### config.mk
export PLATFORM = sky130hd
export DESIGN_NAME = sync_adder
export DESIGN_NICKNAME = d
export VERILOG_FILES = /design/src/rtl/sync_adder_pkg.sv /design/src/rtl/adder_slice.sv /design/src/rtl/sync_adder.sv
export SDC_FILE = /design/constraint.sdc
export NUM_CORES = 1
export LEC_CHECK = 0
export BUFFER_PORTS_ARGS = -buffer_cell sky130_fd_sc_hd__buf_4
export CELL_PAD_IN_SITES_DETAIL_PLACEMENT = 1
export CELL_PAD_IN_SITES_GLOBAL_PLACEMENT = 1
export CORE_ASPECT_RATIO = 0.6
export CORE_MARGIN = 8
export CORE_UTILIZATION = 41
export DETAILED_ROUTE_END_ITERATION = 12
export PLACE_DENSITY_LB_ADDON = 0.1
export SYNTH_ARGS = -nofsm -noshare
export SYNTH_HDL_FRONTEND = slang
export SYNTH_SLANG_ARGS = --single-unit
### constraint.sdc
create_clock -name i_clk -period 9.1 [get_ports i_clk]
set_input_delay 1.365 -clock i_clk [delete_from_list [all_inputs] [get_ports i_clk]]
set_output_delay 1.365 -clock i_clk [all_outputs]
set_load 0.1 [all_outputs]
### src/rtl/sync_adder_pkg.sv
// Shared helpers for the carry-select registered adder.
package sync_adder_pkg;

    // Number of carry-select segments needed to cover a WIDTH-bit operand.
    function automatic int unsigned seg_count(input int unsigned width, input int unsigned seg_w);
        return (width + seg_w - 1) / seg_w;
    endfunction

endpackage

### src/rtl/adder_slice.sv
// Plain W-bit ripple-carry adder used as the building block of each carry-select segment.
module adder_slice #(
    parameter int unsigned W = 4
) (
    input  logic [W-1:0] a,
    input  logic [W-1:0] b,
    input  logic         cin,
    output logic [W-1:0] s,
    output logic         cout
);

    always_comb begin
        logic c;
        s = '0;
        c = cin;
        for (int i = 0; i < int'(W); i++) begin
            s[i] = a[i] ^ b[i] ^ c;
            c    = (a[i] & b[i]) | (c & (a[i] ^ b[i]));
        end
        cout = c;
    end

endmodule

### src/rtl/sync_adder.sv
// Fully registered unsigned adder: operand register, carry-select add, result register (latency 2).
module sync_adder
    import sync_adder_pkg::*;
#(
    parameter int unsigned WIDTH = 12,
    parameter int unsigned SEG_W = 4
) (
    input  logic             i_clk,
    input  logic             i_rst_n,
    input  logic [WIDTH-1:0] i_a,
    input  logic [WIDTH-1:0] i_b,
    output logic [WIDTH:0]   o_sum
);

    localparam int unsigned NSEG = seg_count(WIDTH, SEG_W);

    logic [WIDTH-1:0] a_q;
    logic [WIDTH-1:0] b_q;
    logic [WIDTH-1:0] sum_c;
    logic [NSEG-1:0]  carry_c;

    // Stage 1: operand capture
    always_ff @(posedge i_clk) begin
        if (!i_rst_n) begin
            a_q <= '0;
            b_q <= '0;
        end else begin
            a_q <= i_a;
            b_q <= i_b;
        end
    end

    // Carry-select chain; carry_c[g] is the carry-out of segment g
    for (genvar g = 0; g < int'(NSEG); g++) begin : g_seg
        localparam int unsigned LO = int'(g) * SEG_W;
        localparam int unsigned SW = (LO + SEG_W > WIDTH) ? (WIDTH - LO) : SEG_W;

        if (g == 0) begin : g_ripple
            adder_slice #(.W(SW)) u_slice (
                .a    (a_q[LO +: SW]),
                .b    (b_q[LO +: SW]),
                .cin  (1'b0),
                .s    (sum_c[LO +: SW]),
                .cout (carry_c[0])
            );
        end else begin : g_select
            logic [SW-1:0] s0_c;
            logic [SW-1:0] s1_c;
            logic          c0_c;
            logic          c1_c;

            adder_slice #(.W(SW)) u_slice0 (
                .a    (a_q[LO +: SW]),
                .b    (b_q[LO +: SW]),
                .cin  (1'b0),
                .s    (s0_c),
                .cout (c0_c)
            );

            adder_slice #(.W(SW)) u_slice1 (
                .a    (a_q[LO +: SW]),
                .b    (b_q[LO +: SW]),
                .cin  (1'b1),
                .s    (s1_c),
                .cout (c1_c)
            );

            assign sum_c[LO +: SW] = carry_c[g-1] ? s1_c : s0_c;
            assign carry_c[g]      = carry_c[g-1] ? c1_c : c0_c;
        end
    end

    // Stage 2: result capture; MSB is the final carry-out
    always_ff @(posedge i_clk) begin
        if (!i_rst_n) begin
            o_sum <= '0;
        end else begin
            o_sum <= {carry_c[NSEG-1], sum_c};
        end
    end

endmodule

==> results by group <==
Clock tree
  – H-Tree Depth: 2
  – Root buf cell: clkbuf_8
  – Clk sinks: 37
  – Reg clk slew, reported paths: 60 ps
  – Post-CTS Hold Fix Bufs: 0
  – Post-cts sizing count: 0
  – Postcts setup bufs: 0
  – CTS buffer count: 5
  – Clock Path Buffers: 2
  – CTS tree: yes
  – Clock Latency Late Sink: 290 ps

Setup path
  – Most used cell, CP: fa_1
  – CP max FO: 2
  – Critical Path End Type: register
  – Kind of critical path: reg2reg
  – Req. time, crit path: 9320 ps
  – Largest delay share family, worst path: adder cells
  – Slowest cell on the critical path: fa_1
  – Critical Path Max Stage Delay: 430 ps
  – Crit start category: register
  – CP cell instances: ha_1 > fa_1 > inv_1 > fa_1 > inv_1 > fa_1 > mux2i_1 > fa_1 > inv_1 > fa_1 > fa_1 > mux2i_1 > fa_1 > inv_1 > fa_1 > inv_1 > fa_1 > nor2b_1
  – Crit Reg-Reg Endpoint: o_sum[11]
  – R2R setup slack: roughly 4700 ps
  – WP buf/inv: 5
  – R2R depth: 18
  – Logic depth of the worst setup path including buffers: 18
  – Crit path DAT: 4610 ps
  – Worst r2r src: a_q[0]
  – CP Launch Point: a_q[0]

Floorplan
  – Die X: 89.77 um
  – CORE AREA: ~3200 um^2
  – Row count: 16
  – Starting Density: 0.4206
  – IO Pins: 39
  – Full die area: 5410 um^2
  – Die Ht: between 60 and 70 um

Global routing
  – Met3 global-route usage: 0.05013
  – Vias in the first global route: just under 900
  – Global-route layer with the greatest usage: met2
  – GR Util met1: 0.09111
  – Total GRT Usage: 0.1034
  – Largest net degree at the start of global routing: 38
  – GRT overflow: 0
  – First-pass GRT wire length: ~4000 um
  – Initial antenna violation count: 0
  – Global Route met2 Usage: 0.1833

STA
  – Max-slew headroom: 0.8130
  – Crit path time final: 4393 ps
  – Peak Freq: between 0.2 and 0.25 GHz
  – Final cycle utilization of the critical path: 0.4827
  – Clock skew after layout: approximately 9.6 ps
  – Final hold violations: 0
  – Endpoints failing setup: 0
  – Slew Viols, Final: 0
  – Worst slew pin tran: about 280 ps
  – Setup TNS: 0 ps
  – RSZ-0062 raised after global routing: no

Min path
  – Worst Hold Class: reg2reg
  – HP Start: b_q[0]
  – Hold EP: o_sum[0]
  – Hold depth: 2

Power and ir drop
  – Sw Ratio: 0.2972
  – Combinational group share of total power: 0.202
  – Pwr dens: 207.6 nW/um^2
  – Seq pwr share: 0.486
  – Leakage: 0.8374 nW
  – Max VDD drop: slightly above 0.09 mV
  – Switching power: around 0.11 mW
  – Int Power: 0.2556 mW
  – Clock share of power: 0.312

Yosys
  – Synth cell types: 9
  – Mean area per synthesized cell: about 12 um^2
  – Sequential area share after synthesis: 0.5533
  – Mapped Nets: 154
  – Synth Register Bits: 37
  – Cell count after synthesis: 114
  – Post-Syn Area: 1339 um^2
  – Synth warnings: 0

Route
  – First DRT Iteration DRCs: 22
  – WL/cell: 12.39 um
  – DRC errors left: 0
  – Routed Antenna Nets: 0
  – Vias per std cell: 4.119
  – Drt pass-1 iters: 2
  – DR vias: slightly above 800
  – WL final: around 2500 um

Place
  – Dpl hpwl: roughly 2000 um
  – DP Cell Count: a little under 200
  – Area post-placement: roughly 1700 um^2
  – PortBufs: 38
  – Global placement routability congestion: 0.6549

Finish
  – Multi-input logic area: 511.7 um^2
  – FF+latch area: ~740 um^2
  – Commonest non-fill, non-tap cell in the layout: buf_4
  – Nets: 196
  – Layout fillers: ~350
  – Design area: 1752 um^2
  – P&R area growth vs syn: 30.84%
  – Layout cells sized above 1: 0.2821
  – Non-filler cells, final: 201
  – # diodes: 0
  – Commonest cells after routing, fill and taps aside: buf_4 (38), dfxtp_1 (37), and2_1 (32)

Job
  – Max cap viols: 0

Run status
  – Status: finished, final reports clean
power by group through the flow:
stage                     combinational, mW  clock, mW  sequential [mW]
final                                0.0735      0.113            0.177
after global placement               0.0727          0            0.180
after global routing                 0.0784      0.126            0.178
after detailed placement             0.0748          0            0.181
after floorplan                      0.0156          0            0.218
after CTS                            0.0750      0.117            0.177
worst reg2reg max path, stage by stage (launching register included):
cell and delay (ps):
dfxtp_1 310, ha_1 200, fa_1 370, inv_1 80, fa_1 160, inv_1 50, fa_1 410, mux2i_1 200
fa_1 190, inv_1 50, fa_1 370, fa_1 430, mux2i_1 240, fa_1 240, inv_1 60, fa_1 350
inv_1 80, fa_1 410, nor2b_1 120
cell usage after synthesis:
cell / instances / area (um^2)
dfxtp_1: 37 / 740.7
and2_1: 32 / 200.2
inv_1: 19 / 71.32
fa_1: 9 / 180.2
ha_1: 5 / 62.56
nor2b_1: 5 / 31.28
clkbuf_2: 3 / 15.01
mux2i_1: 2 / 20.02
xor2_1: 2 / 17.52
kinds of logic (layout without fill, tap and decap cells):
kind of cell / after synthesis / in the layout / share of synthesized area
buf+inv: 22 / 64 / 0.06448
fa+ha+maj: 14 / 14 / 0.1813
mux: 2 / 2 / 0.01495
flops: 37 / 37 / 0.5533
simple gates: 37 / 37 / 0.1729
xor+xnor: 2 / 2 / 0.01309
cell type report:
type                       count  area share
inverter                      19     0.04071
tap                           45     0.03214
sequential                    37      0.4229
multi-input combinational     55      0.2921
timing repair buffer          38      0.1629
clock buffer                   7     0.04929
through the flow:
stage	total power [mW]	utilization	setup WS, ps	hold WS (ps)
finish	0.3637	0.5503	4707	574.8
global route	0.3817	0.5503	4433	605.2
CTS	0.3694	0.5503	4650	588.0
detailed placement	0.2556	0.5232	4680	574.5
global placement	0.2530	0.5232	4830	545.5
floorplan	0.2339	-	5068	522.2
registers in the layout (all words and copies together), names as in the netlist:
| register | count |
|---|---|
| o_sum | 13 |
| b_q | 12 |
| a_q | 12 |
metal layers:
metal  routed length (um)  vias up
met5                    0        -
li1                     -      410
met4                   78        0
met3                  155        6
met2                 1321       24
met1                  934      388
worst max path at each step:
stage	end	slack [ps]
final	o_sum[11]	4710
after global routing	o_sum[11]	4430
after CTS	o_sum[11]	4650
after detailed placement	o_sum[11]	4680
after global placement	o_sum[11]	4830
after floorplan	o_sum[11]	5070
Power figures use the tool's default switching activity.
